<file path="config.mk">
export PLATFORM = sky130hd
export DESIGN_NAME = uart_matrix_framer
export DESIGN_NICKNAME = d
export VERILOG_FILES = /design/src/rtl/uart_matrix_framer.sv
export SDC_FILE = /design/constraint.sdc
export NUM_CORES = 1
export LEC_CHECK = 0
export ABC_AREA = 1
export CAP_MARGIN = 20
export CORE_ASPECT_RATIO = 0.75
export CORE_MARGIN = 4
export CORE_UTILIZATION = 57
export DETAILED_ROUTE_END_ITERATION = 16
export PLACE_DENSITY = 0.78
export RECOVER_POWER = 50
export SYNTH_ARGS = -nofsm -noshare
export SYNTH_HDL_FRONTEND = slang
export SYNTH_SLANG_ARGS = --single-unit
</file>
<file path="constraint.sdc">
create_clock -name clk -period 3 [get_ports clk]
set_clock_uncertainty 0.15 [all_clocks]
set_input_delay 0.3 -clock clk [delete_from_list [all_inputs] [get_ports clk]]
set_output_delay 0.3 -clock clk [all_outputs]
set_load 0.05 [all_outputs]
</file>
<file path="src/rtl/uart_matrix_framer.sv">
// Byte-stream framer: receives a sized A/B operand frame, loads it into the
// matrix engine, starts it, then returns a status byte followed by the result.
module uart_matrix_framer #(
  parameter int DATA_WIDTH      = 8,
  parameter int RESULT_WIDTH    = 8,
  parameter int MATRIX_SIZE_MIN = 3,
  parameter int MATRIX_SIZE_MAX = 10,
  parameter int TIMEOUT_CYCLES  = 100000,
  localparam int AW = $clog2(MATRIX_SIZE_MAX * MATRIX_SIZE_MAX)
) (
  input  logic                    clk,
  input  logic                    reset,
  input  logic [7:0]              rx_data,
  input  logic                    rx_valid,
  output logic [7:0]              tx_data,
  output logic                    tx_valid,
  input  logic                    tx_ready,
  output logic                    mem_we,
  output logic                    mem_sel,
  output logic [AW-1:0]           mem_addr,
  output logic [DATA_WIDTH-1:0]   mem_wdata,
  output logic [AW-1:0]           res_addr,
  input  logic [RESULT_WIDTH-1:0] res_rdata,
  output logic                    mm_start,
  output logic [3:0]              mm_size,
  input  logic                    mm_done,
  input  logic                    mm_overflow,
  output logic                    busy,
  output logic                    frame_err
);

  localparam int TW = $clog2(TIMEOUT_CYCLES + 1);
  localparam logic [1:0]    DB_LAST = 2'(DATA_WIDTH / 8 - 1);
  localparam logic [1:0]    RB_LAST = 2'(RESULT_WIDTH / 8 - 1);
  localparam logic [7:0]    N_MIN   = 8'(MATRIX_SIZE_MIN);
  localparam logic [7:0]    N_MAX   = 8'(MATRIX_SIZE_MAX);
  localparam logic [TW-1:0] TO_LAST = TW'(TIMEOUT_CYCLES - 1);

  localparam logic [3:0] S_IDLE   = 4'd0;
  localparam logic [3:0] S_SIZE   = 4'd1;
  localparam logic [3:0] S_RX_A   = 4'd2;
  localparam logic [3:0] S_RX_B   = 4'd3;
  localparam logic [3:0] S_CHECK  = 4'd4;
  localparam logic [3:0] S_START  = 4'd5;
  localparam logic [3:0] S_WAIT   = 4'd6;
  localparam logic [3:0] S_TX_HDR = 4'd7;
  localparam logic [3:0] S_TX_RES = 4'd8;
  localparam logic [3:0] S_TX_ERR = 4'd9;

  logic [3:0]              state_q, state_d;
  logic [3:0]              n_q, n_d;
  logic [AW-1:0]           last_q, last_d;
  logic [AW-1:0]           elem_q, elem_d;
  logic [1:0]              byte_q, byte_d;
  logic [DATA_WIDTH-1:0]   word_q, word_d;
  logic [7:0]              csum_q, csum_d;
  logic [3:0]              status_q, status_d;
  logic [TW-1:0]           timer_q, timer_d;
  logic                    mem_we_q, mem_we_d;
  logic                    mem_sel_q, mem_sel_d;
  logic [AW-1:0]           mem_addr_q, mem_addr_d;
  logic [DATA_WIDTH-1:0]   mem_wdata_q, mem_wdata_d;
  logic                    mm_start_q, mm_start_d;
  logic                    frame_err_q, frame_err_d;
  logic                    tx_valid_q, tx_valid_d;
  logic [7:0]              tx_data_q, tx_data_d;
  logic [AW-1:0]           res_addr_q, res_addr_d;
  logic [RESULT_WIDTH-1:0] res_word_q, res_word_d;
  logic                    rd_phase_q, rd_phase_d;

  logic       in_rx;
  logic       timeout;
  logic       go_err;
  logic [7:0] sq;

  always_comb begin
    state_d     = state_q;
    n_d         = n_q;
    last_d      = last_q;
    elem_d      = elem_q;
    byte_d      = byte_q;
    word_d      = word_q;
    csum_d      = csum_q;
    status_d    = status_q;
    timer_d     = timer_q;
    mem_we_d    = 1'b0;
    mem_sel_d   = mem_sel_q;
    mem_addr_d  = mem_addr_q;
    mem_wdata_d = mem_wdata_q;
    mm_start_d  = 1'b0;
    frame_err_d = 1'b0;
    tx_valid_d  = tx_valid_q;
    tx_data_d   = tx_data_q;
    res_addr_d  = res_addr_q;
    res_word_d  = res_word_q;
    rd_phase_d  = rd_phase_q;
    timeout     = 1'b0;
    go_err      = 1'b0;
    sq          = {4'b0000, rx_data[3:0]} * {4'b0000, rx_data[3:0]};
    in_rx       = (state_q == S_SIZE) || (state_q == S_RX_A) ||
                  (state_q == S_RX_B) || (state_q == S_CHECK);

    // The idle timer restarts on every received byte while a frame is open.
    if (in_rx) begin
      if (rx_valid) begin
        timer_d = '0;
      end else if (timer_q == TO_LAST) begin
        timeout = 1'b1;
      end else begin
        timer_d = timer_q + TW'(1);
      end
    end

    case (state_q)
      S_IDLE: begin
        if (rx_valid && rx_data == 8'hA5) begin
          state_d  = S_SIZE;
          csum_d   = '0;
          elem_d   = '0;
          byte_d   = '0;
          timer_d  = '0;
          status_d = '0;
        end
      end
      S_SIZE: begin
        if (rx_valid) begin
          csum_d = csum_q ^ rx_data;
          if (rx_data < N_MIN || rx_data > N_MAX) begin
            status_d[1] = 1'b1;
            go_err      = 1'b1;
          end else begin
            n_d     = rx_data[3:0];
            last_d  = AW'(sq - 8'd1);
            state_d = S_RX_A;
          end
        end
      end
      S_RX_A, S_RX_B: begin
        if (rx_valid) begin
          csum_d = csum_q ^ rx_data;
          // Bytes shift in from the top so the first (least significant) byte ends up at bit 0.
          word_d = (word_q >> 8) | (DATA_WIDTH'(rx_data) << (DATA_WIDTH - 8));
          if (byte_q == DB_LAST) begin
            byte_d      = '0;
            mem_we_d    = 1'b1;
            mem_sel_d   = (state_q == S_RX_B);
            mem_addr_d  = elem_q;
            mem_wdata_d = word_d;
            if (elem_q == last_q) begin
              elem_d  = '0;
              state_d = (state_q == S_RX_A) ? S_RX_B : S_CHECK;
            end else begin
              elem_d = elem_q + AW'(1);
            end
          end else begin
            byte_d = byte_q + 2'd1;
          end
        end
      end
      S_CHECK: begin
        if (rx_valid) begin
          if (rx_data != csum_q) begin
            status_d[2] = 1'b1;
            go_err      = 1'b1;
          end else begin
            state_d    = S_START;
            mm_start_d = 1'b1;
          end
        end
      end
      S_START: state_d = S_WAIT;
      S_WAIT: begin
        if (mm_done) begin
          status_d[0] = mm_overflow;
          state_d     = S_TX_HDR;
          tx_valid_d  = 1'b1;
          tx_data_d   = 8'h5A ^ {4'b0000, status_d};
        end
      end
      S_TX_HDR: begin
        if (tx_valid_q && tx_ready) begin
          tx_valid_d = 1'b0;
          state_d    = S_TX_RES;
          elem_d     = '0;
          byte_d     = '0;
          res_addr_d = '0;
          rd_phase_d = 1'b0;
        end
      end
      S_TX_RES: begin
        // One bubble cycle after each new address covers the result memory's read latency.
        if (!tx_valid_q) begin
          if (!rd_phase_q) begin
            rd_phase_d = 1'b1;
          end else begin
            rd_phase_d = 1'b0;
            res_word_d = res_rdata;
            tx_data_d  = res_rdata[7:0];
            tx_valid_d = 1'b1;
            byte_d     = '0;
          end
        end else if (tx_ready) begin
          if (byte_q == RB_LAST) begin
            tx_valid_d = 1'b0;
            if (elem_q == last_q) begin
              state_d = S_IDLE;
            end else begin
              elem_d     = elem_q + AW'(1);
              res_addr_d = res_addr_q + AW'(1);
            end
          end else begin
            byte_d     = byte_q + 2'd1;
            res_word_d = res_word_q >> 8;
            tx_data_d  = res_word_d[7:0];
          end
        end
      end
      S_TX_ERR: begin
        if (tx_valid_q && tx_ready) begin
          tx_valid_d = 1'b0;
          state_d    = S_IDLE;
        end
      end
      default: state_d = S_IDLE;
    endcase

    if (timeout) begin
      status_d[3] = 1'b1;
      go_err      = 1'b1;
    end

    if (go_err) begin
      state_d     = S_TX_ERR;
      frame_err_d = 1'b1;
      tx_valid_d  = 1'b1;
      tx_data_d   = 8'h5A ^ {4'b0000, status_d};
    end
  end

  always_ff @(posedge clk or posedge reset) begin
    if (reset) begin
      state_q     <= S_IDLE;
      n_q         <= '0;
      last_q      <= '0;
      elem_q      <= '0;
      byte_q      <= '0;
      word_q      <= '0;
      csum_q      <= '0;
      status_q    <= '0;
      timer_q     <= '0;
      mem_we_q    <= 1'b0;
      mem_sel_q   <= 1'b0;
      mem_addr_q  <= '0;
      mem_wdata_q <= '0;
      mm_start_q  <= 1'b0;
      frame_err_q <= 1'b0;
      tx_valid_q  <= 1'b0;
      tx_data_q   <= '0;
      res_addr_q  <= '0;
      res_word_q  <= '0;
      rd_phase_q  <= 1'b0;
    end else begin
      state_q     <= state_d;
      n_q         <= n_d;
      last_q      <= last_d;
      elem_q      <= elem_d;
      byte_q      <= byte_d;
      word_q      <= word_d;
      csum_q      <= csum_d;
      status_q    <= status_d;
      timer_q     <= timer_d;
      mem_we_q    <= mem_we_d;
      mem_sel_q   <= mem_sel_d;
      mem_addr_q  <= mem_addr_d;
      mem_wdata_q <= mem_wdata_d;
      mm_start_q  <= mm_start_d;
      frame_err_q <= frame_err_d;
      tx_valid_q  <= tx_valid_d;
      tx_data_q   <= tx_data_d;
      res_addr_q  <= res_addr_d;
      res_word_q  <= res_word_d;
      rd_phase_q  <= rd_phase_d;
    end
  end

  assign tx_data   = tx_data_q;
  assign tx_valid  = tx_valid_q;
  assign mem_we    = mem_we_q;
  assign mem_sel   = mem_sel_q;
  assign mem_addr  = mem_addr_q;
  assign mem_wdata = mem_wdata_q;
  assign res_addr  = res_addr_q;
  assign mm_start  = mm_start_q;
  assign mm_size   = n_q;
  assign frame_err = frame_err_q;
  assign busy      = (state_q != S_IDLE);

endmodule

</file>
==> summary.txt <==
Placed design
  – Port-buffer cells: 61
  – GPL Wtd Cong: 0.923
  – Pre-CTS setup slack: -0.331 ns
  – Dpl cell area: 6130 um^2
  – DP Wirelength: 9650 um

Worst setup path
  – Crit path capture type: register
  – CP delay by family, top: adder cells
  – Worst-path maximum fanout: 2
  – Crit path DAT: 2.89 ns
  – Crit. path cell count: 13
  – Worst Path Buf+Inv: 2
  – Worst reg2reg path depth: 11
  – WS Path Type: primary input to register
  – Crit-path most repeated cell: nor2_1
  – Critical path, cell by cell: clkdlybuf4s50_1 -> nand2_2 -> ha_4 -> xnor2_2 -> fa_1 -> inv_1 -> ha_1 -> a21o_1 -> a21oi_2 -> nor2_1 -> nor2_1 -> xor2_1 -> o21ai_0
  – Critical Path RT: 3.06 ns
  – Worst path slowest cell: fa_1
  – CP peak stage delay: 0.50 ns
  – CP Launch Type: primary input

Yosys
  – Syn Std Cell Area: 5270 um^2
  – Yosys top cell by area: dfrtp_1
  – FFs w/ async S/R, synth: 100%
  – Yosys reg bits: 88
  – Post-synth top flop: dfrtp_1
  – Top-area cell type share of the netlist area: 41.8%
  – Top cells by area, synth: dfrtp_1 42%, nand2_1 15%, inv_1 6.0%, o21ai_0 5.7%, nand3_1 4.7%
  – Post-synth cell types: 37
  – Post-Syn Nets: 758
  – Sequential area share after synthesis: 41.8%
  – Mean post-synth cell area: 7.29 um^2
  – Yosys warnings: 0
  – Post-synthesis instance total: 723
  – EDFF count, synth: 0

Timing
  – Crit path time final: 2.82 ns
  – Fin crit share: 94.1%
  – Measured slew at the worst slew-check pin: 2.14 ns
  – Relative max-transition margin: -42.9%
  – Final slew viol count: 89
  – Final worst-path setup slack: 0.177 ns
  – Peak Freq: 0.354 GHz
  – Setup-failing EPs final: 0
  – Final Hold Fails: 0

Clocking
  – CTS clock-pin slew for the worst setup and hold paths: 0.07 ns
  – Clock latency on the worst-skew pair: 0.35 ns
  – Longest Clk Path Bufs: 2
  – CTS Root Cell: clkbuf_16
  – CTS Buf Count: 9
  – CTS tree: done
  – Sink Count: 88
  – H-tree depth: 3

Pwr
  – Total power: 5.65 mW
  – PD cells: 874 nW/um^2
  – VDD IR max: 490 uV
  – Leak: 3.11 nW

Layout
  – Commonest non-fill, non-tap cells in the layout: 211 x nand2_1, 88 x dfrtp_1, 84 x inv_1
  – Area grow syn2layout: 22.5%
  – Ant. Diodes: 0
  – Final Instance Area: 6460 um^2
  – Layout cell share with drive strength beyond 1: 9.05%
  – # nets final: 837
  – Most common cell after layout, fill and taps aside: nand2_1

Global routing
  – Largest net degree at the start of global routing: 89
  – First-pass GRT wire length: 22,500 um
  – Global route overflow: 0
  – Vias in the first global route: 4,844
  – Initial antenna violation count: 0
  – Total track usage: 25.0%

Floorplanning
  – Die width: 119 um
  – Initial core utilization: 58.3%
  – Die Ht: 91.3 um
  – I/O pin cnt: 62
  – Row count: 30
  – Core box area: 9050 um^2
  – Die ar.: 10,900 um^2

Routing
  – Routed WL per cell: 14.2 um
  – Uppermost routed layer: met4
  – Met3 routed WL: 788 um
  – WL met1: 6090 um
  – DRT Wirelength: 13,300 um
  – Via density per instance: 5.41
  – DRT antenna net count: 0
  – Detailed Routing Iterations Pass 1: 7
  – Routed length on met2: 6040 um
  – Via count: 5,060
  – DRC: 0
  – Initial DRC count: 412

Flow run
  – Max-cap violations: 1

Worst hold path
  – Worst Hold Class: primary input to register
  – WHS Path Cells: 4

Status
  – Failing checks: capacitance limit, slew limit
  – Outcome: finished with violations
cells in the mapped netlist, types with 4 or more instances:
cell,number
inv_2,10
nor2_1,52
o21ai_1,7
nand4_1,28
nor2_2,8
nor3_1,16
buf_2,9
o21ai_0,60
a21oi_1,18
nand2_1,213
xor2_1,17
inv_1,84
nand2_2,4
nand3_1,50
dfrtp_1,88
ha_1,12
xnor2_1,8
clkbuf_1,5
a22oi_1,4
stage by stage:
step	instances	utilization (%)	setup TNS [ns]	hold WS (ns)
after floorplan	723	-	0	0.302
after global placement	916	67.8	-0.317	0.314
after detailed placement	916	67.8	-0.702	0.324
after CTS	932	71.2	0	0.256
after global routing	935	71.4	-0.00253	0.326
final	935	71.4	0	0.301
kinds of logic (layout without fill, tap and decap cells):
family,Yosys count,after routing,share of synthesized area [%]
compound gates,100,100,10.2
xor+xnor,25,25,4.15
fa+ha+maj,13,13,3.23
buf+inv,116,200,8.73
flops,88,88,41.8
mux,1,1,0.190
simple gates,380,380,31.7
flip-flops by register name (all words and copies together), names as in the netlist, 6 cells and up:
| name | count |
|---|---|
| res_addr | 7 |
| timer_q | 17 |
| mem_wdata | 8 |
| tx_data | 8 |
| mem_addr | 7 |
| last_q | 6 |
| elem_q | 7 |
| csum_q | 8 |
routing by layer:
metal  vias to the layer above  track usage, %
li1                       2501               -
met1                      2347            34.4
met2                       183            39.5
met3                        29            5.17
met4                         0            8.68
met5                         -               0
power breakdown:
| group | switching (mW) | internal (mW) | total, mW |
|---|---|---|---|
| Sequential | 0.244 | 1.48 | 1.73 |
| Clock | 0.497 | 0.654 | 1.15 |
| Combinational | 1.90 | 0.865 | 2.77 |
| Total | 2.64 | 3.00 | 5.65 |
cell type report:
class	count	area, um^2
fillers	718	2590
clock inverters	7	77.6
multi-input cells	519	2630
inverters	99	379
flip-flops and latches	88	2200
clock buffers	9	225
repair buffers	85	791
well taps	128	160
worst min-delay path, cell delays in order:
cell and delay (ns):
dlymetal6s2s_1 0.15, inv_1 0.08, buf_4 0.15, o21ai_1 0.08
worst paths after layout:
kind	to	startpoint	slack [ns]
worst max-delay path	last_q[6]	rx_data[2]	0.18
worst min-delay path	mm_size[1]	rx_data[1]	0.30
max in group asynchronous	res_addr[4]	reset	0.52
worst min register to register	mem_addr[3]	mem_addr[3]	0.33
worst max register to register	tx_data[6]	state_q[0]	0.41
min in group asynchronous	timer_q[9]	reset	0.93
timing repair:
action                     in CTS  in global routing
setup endpoints to repair       0                  2
hold buffers                    0                  0
resized for setup               0                  8
buffers inserted                0                  3
No activity file was read; power rests on OpenSTA's default activity.
